--- src/rtl/alu_pkg.sv ---
// Shared ALU definitions: operation codes used by the ALU and the ALU decoder,
// plus the shifter mode type.
package alu_pkg;

   localparam int ALU_CTRL_W = 4;
   localparam int SHAMT_W    = 5;

   localparam logic [ALU_CTRL_W-1:0] ALU_ADD  = 4'b0010;
   localparam logic [ALU_CTRL_W-1:0] ALU_SUB  = 4'b0110;
   localparam logic [ALU_CTRL_W-1:0] ALU_AND  = 4'b1110;
   localparam logic [ALU_CTRL_W-1:0] ALU_OR   = 4'b0001;
   localparam logic [ALU_CTRL_W-1:0] ALU_XOR  = 4'b0011;
   localparam logic [ALU_CTRL_W-1:0] ALU_SLL  = 4'b0100;
   localparam logic [ALU_CTRL_W-1:0] ALU_SRL  = 4'b0101;
   localparam logic [ALU_CTRL_W-1:0] ALU_SRA  = 4'b1101;
   localparam logic [ALU_CTRL_W-1:0] ALU_SLT  = 4'b0111;
   localparam logic [ALU_CTRL_W-1:0] ALU_SLTU = 4'b1111;

   typedef enum logic [1:0] {
      SH_LEFT        = 2'd0,
      SH_RIGHT_LOG   = 2'd1,
      SH_RIGHT_ARITH = 2'd2
   } shift_mode_e;

endpackage : alu_pkg

--- src/rtl/alu_shifter.sv ---
// Barrel shifter for the ALU: left, logical right and arithmetic right shifts
// by a 5-bit amount.
module alu_shifter
   import alu_pkg::*;
#(
   parameter int WIDTH = 32
) (
   input  logic [WIDTH-1:0]   a,
   input  logic [SHAMT_W-1:0] shamt,
   input  shift_mode_e        mode,
   output logic [WIDTH-1:0]   y
);

   logic signed [WIDTH-1:0] a_s;

   assign a_s = a;

   // Select the shift direction and fill according to mode.
   always_comb begin
      y = '0;
      case (mode)
         SH_LEFT:        y = a << shamt;
         SH_RIGHT_LOG:   y = a >> shamt;
         SH_RIGHT_ARITH: y = a_s >>> shamt;
         default:        y = '0;
      endcase
   end

endmodule : alu_shifter

--- src/rtl/alu_unit.sv ---
// Combinational RV32I ALU with a Zero flag and a registered debug/trace copy
// of the result and flag.
module alu_unit
   import alu_pkg::*;
#(
   parameter int WIDTH = 32
) (
   input  logic                  clk,
   input  logic                  rst_n,
   input  logic [WIDTH-1:0]      A,
   input  logic [WIDTH-1:0]      B,
   input  logic [ALU_CTRL_W-1:0] alu_control,
   output logic [WIDTH-1:0]      alu_out,
   output logic                  Zero,
   output logic [WIDTH-1:0]      alu_out_q,
   output logic                  zero_q
);

   logic signed [WIDTH-1:0] a_s;
   logic signed [WIDTH-1:0] b_s;
   logic                    lt_signed;
   logic                    lt_unsigned;
   shift_mode_e             sh_mode;
   logic [WIDTH-1:0]        sh_y;
   logic [WIDTH-1:0]        alu_out_d;
   logic                    zero_d;

   // Direct signed compare so SLT is correct across the sign boundary
   // (the sign of A - B alone is wrong when the subtraction overflows).
   assign a_s         = A;
   assign b_s         = B;
   assign lt_signed   = (a_s < b_s);
   assign lt_unsigned = (A < B);

   // Pick the shifter mode from the operation code.
   always_comb begin
      sh_mode = SH_RIGHT_LOG;
      case (alu_control)
         ALU_SLL: sh_mode = SH_LEFT;
         ALU_SRA: sh_mode = SH_RIGHT_ARITH;
         default: sh_mode = SH_RIGHT_LOG;
      endcase
   end

   alu_shifter #(
      .WIDTH (WIDTH)
   ) u_shifter (
      .a     (A),
      .shamt (B[SHAMT_W-1:0]),
      .mode  (sh_mode),
      .y     (sh_y)
   );

   // Operation select; unused codes yield zero so Zero reads 1.
   always_comb begin
      alu_out = '0;
      case (alu_control)
         ALU_ADD:  alu_out = A + B;
         ALU_SUB:  alu_out = A - B;
         ALU_AND:  alu_out = A & B;
         ALU_OR:   alu_out = A | B;
         ALU_XOR:  alu_out = A ^ B;
         ALU_SLL:  alu_out = sh_y;
         ALU_SRL:  alu_out = sh_y;
         ALU_SRA:  alu_out = sh_y;
         ALU_SLT:  alu_out = {{(WIDTH-1){1'b0}}, lt_signed};
         ALU_SLTU: alu_out = {{(WIDTH-1){1'b0}}, lt_unsigned};
         default:  alu_out = '0;
      endcase
   end

   assign Zero = (alu_out == '0);

   // Next values for the debug copies are the current combinational outputs.
   always_comb begin
      alu_out_d = alu_out;
      zero_d    = Zero;
   end

   // Debug/trace register stage with asynchronous clear.
   always_ff @(posedge clk or negedge rst_n) begin
      if (!rst_n) begin
         alu_out_q <= '0;
         zero_q    <= 1'b0;
      end else begin
         alu_out_q <= alu_out_d;
         zero_q    <= zero_d;
      end
   end

endmodule : alu_unit

--- config.mk ---
export PLATFORM = sky130hd
export DESIGN_NAME = alu_unit
export DESIGN_NICKNAME = d
export VERILOG_FILES = /design/src/rtl/alu_pkg.sv /design/src/rtl/alu_shifter.sv /design/src/rtl/alu_unit.sv
export SDC_FILE = /design/constraint.sdc
export NUM_CORES = 1
export LEC_CHECK = 0
export ABC_AREA = 1
export BUFFER_PORTS_ARGS = -buffer_cell sky130_fd_sc_hd__buf_4
export CAP_MARGIN = 20
export CORE_MARGIN = 4
export CORE_UTILIZATION = 35
export DETAILED_ROUTE_END_ITERATION = 16
export PLACE_DENSITY = 0.61
export RECOVER_POWER = 100
export SLEW_MARGIN = 5
export SYNTH_ARGS = -nofsm -noshare
export SYNTH_HDL_FRONTEND = slang
export SYNTH_HIERARCHICAL = 1
export SYNTH_SLANG_ARGS = --single-unit
--- constraint.sdc ---
create_clock -name clk -period 5.1 [get_ports clk]
set_input_delay 1.275 -clock clk [delete_from_list [all_inputs] [get_ports clk]]
set_output_delay 1.275 -clock clk [all_outputs]
set_load 0.02 [all_outputs]
==> flow_summary_export.csv <==
group,metric,value,unit
timing,tightest_slew,1.99,ns
synth,synth_edf_count,0,
layout,drive_gt1_share,33.2,%
global_routing,grt_overflow_total,0,
place,dpl.hpwl,56700,um
global_routing,grt_use_total,36.3,%
synth,yosysSeqAreaShare,7.19,%
layout,seqCellArea,826,um2
critical_path,crit_type,"in -> out",
pwr,p_leak,10.2,nW
timing,final.setup.worst_slack,-0.325,ns
timing,post-route-min-period,5.42,ns
critical_path,crit_path_start,"alu_control[2]",
route,drc,0,
pwr,p_comb_share,77.3,%
layout,utilization,55.4,%
synth,synthTopCellsByArea,"nand2_1, nand3_1, ha_1",
synth,synth-simple-area-share,54.4,%
pwr,p_sw,1.35,mW
place,numPortBuffers,135,
layout,layout_commonest_cell,"buf_4",
synth,synth_compound_area_share,10.4,%
timing,finalMaxSlewViolations,34,
synth,synthesis.area,11500,um2
layout,mostFrequentLayoutCells,"buf_4, nand2_1, nand3_1",
synth,synthAdderAreaFrac,12.1,%
synth,synthMuxAreaShare,0,%
critical_path,critPathCaptureType,"output port",
route,via_per_inst,5.38,
clocking,cts_made_buffers,5,
timing,rsz0062_at_grt,"true",
floorplan,io_pins,136,
clocking,clk_pin_slew,0.06,ns
job,maxCapViolCount,1,
synth,synth_cell_types,46,
global_routing,grt_pass1_vias,16800,
synth,syn-num-nets,2370,
place,gp_congestion,1.09,
floorplan,start_util,35.4,%
route,drt_first_iter_violations,1779,
synth,syn_inst,2190,
clocking,h-tree-depth,2,
synth,synth_top_family_by_area,"simple AND/OR/NAND/NOR gates",
pwr,pwr_density_cell,148,nW/um2
route,antenna_left,0,
floorplan,rows,66,
synth,synth_xor_area_share,0,%
clocking,cts-hold-fix-buffers,0,
synth,synth_top_area_share,22.3,%
outcome,violations,"max-capacitance violations, max-slew violations, negative setup slack",
timing,setup_violations,4,
global_routing,grt_max_degree,34,
synth,ys.flop_type,"dfrtp_1",
pwr,power_frac_clock,11.6,%
layout,fill_cells,3456,
route,drt_wl_total,67600,um
place,dpl-instance-area,16700,um2
global_routing,grtUsageMet2,59.9,%
clocking,cts_max_path_buffers,2,
synth,yosysTopAreaCell,"nand2_1",
floorplan,die_x,189,um
layout,syn_to_final_growth,56.7,%
critical_path,critPathLaunchType,"input port",
min_path,hold_path.class,"in -> async",
timing,max_clock_freq,184,MHz
critical_path,worstPathArrival,4.15,ns
synth,ys_warn_count,6,
floorplan,die_h,189,um
critical_path,crit_required,3.83,ns
pwr,ir_drop,0.112,mV
critical_path,critPathMaxFanout,5,
clocking,cts_tree,"done",
global_routing,antenna_found_initial,1,
pwr,total_power,2.66,mW
synth,async_flop_share,100,%
route,vias,17600,
floorplan,core,32500,um2
clocking,cts_sinks,33,
floorplan,die_area,35800,um2
global_routing,grt_pass1_wl,99600,um
layout,final_area,18000,um2
outcome,status,"complete, but fails checks",
global_routing,grtUsageMet3,4.15,%
timing,fin_setup_tns,-0.760,ns
pwr,p_int,1.31,mW
timing,hold_violations,0,
layout,nNetsFinal,3010,
timing,finalCritPeriodShare,106,%
route,wl_per_cell,20.7,um
global_routing,use_met1,48.5,%
synth,postSynthAreaPerCell,5.24,um2
global_routing,busiest_layer,"met2",
synth,synth_seq_cells,33,
route,dr.pass1.iters,6,
layout,multi_input_area,9630,um2
pwr,sw_frac_of_total,50.8,%
clocking,cts_root_buffer,"clkbuf_16",
pwr,pwr-share-seq,11.1,%
timing,timing.slew.headroom,-32.8,%
critical_path,cp-endpoint,"Zero",
place,pre_cts_ws,-0.754,ns
per-layer routing:
| layer | wire length, um | vias to the layer above |
|---|---|---|
| li1 | - | 8366 |
| met1 | 28200 | 8197 |
| met2 | 30400 | 893 |
| met3 | 5800 | 173 |
| met4 | 3270 | 0 |
| met5 | 0 | - |
flip-flops by register name, summed over array words and instances (netlist names):
| name | cells |
|---|---|
| zero_q | 1 |
| alu_out_q | 32 |
how the worst min path moves through the flow:
stage                    to  slack [ns]
2_1_floorplan  alu_out_q[0]        0.98
3_3_place_gp   alu_out_q[6]        1.25
3_5_place_dp   alu_out_q[6]        1.26
4_1_cts        alu_out_q[5]        0.94
5_1_grt        alu_out_q[3]        1.68
6_report       alu_out_q[7]        1.54
area by class of cell:
| type | instances | share of cell area [%] |
|---|---|---|
| antenna | 1 | 0.0139 |
| clock inverter | 2 | 0.0556 |
| sequential | 33 | 4.59 |
| timing repair buffer | 729 | 31.0 |
| tap | 442 | 3.07 |
| clock buffer | 6 | 0.716 |
| inverter | 331 | 7.04 |
| multi-input combinational | 1730 | 53.5 |
logic make-up after synthesis:
logic type / Yosys count
flip-flops: 33
AO/OA/AOI/OAI: 195
AND/OR/NAND/NOR: 1423
adder cells (fa/ha/maj): 110
buffers and inverters: 429
per-stage QoR:
step | std cells | hold slack (ns)
final | 3274 | 1.54
after global placement | 3208 | 1.25
after global routing | 3273 | 1.68
after CTS | 3267 | 0.945
after floorplan | 2190 | 0.979
after detailed placement | 3208 | 1.26
Yosys cell counts (all sizes together), types with 11 or more instances:
library cell and count:
o22ai 30, a221oi 17, nor2 190, inv 329
nand2 708, ha 108, nand3 468, clkbuf 11
nor3 15, nand4 27, dfrtp 33, o21ai 42
buf 87, o21bai 14, a21oi 64, o211ai 15
repair_timing:
item,in CTS,in global routing
gates resized for setup,159,66
cloned,2,0
setup buffers,49,10
endpoints found under the setup margin,11,17
pin swaps,71,41
power groups by stage:
stage | Combinational (mW) | Clock [mW] | Sequential, mW
CTS | 1.99 | 0.315 | 0.298
detailed placement | 1.88 | 0 | 0.303
global placement | 1.88 | 0 | 0.302
floorplan | 0.854 | 0 | 0.341
finish | 2.06 | 0.309 | 0.297
global route | 2.20 | 0.324 | 0.300
worst max-delay path, cell delays in order:
cell      delay (ns)
buf_8           0.10
nand2_4         0.06
inv_2           0.04
nand2_2         0.06
inv_2           0.06
a31oi_4         0.26
buf_6           0.16
nor2_4          0.04
clkinv_4        0.09
buf_4           0.12
nor2_2          0.06
buf_4           0.16
nand3_1         0.08
nand3_1         0.15
a22oi_2         0.20
nand4_1         0.16
nor2_2          0.16
nand3_2         0.10
nor3_4          0.29
nand2_1         0.12
nor2_1          0.15
buf_4           0.14
buf_6           0.11
No activity file was read; power rests on OpenSTA's default activity.
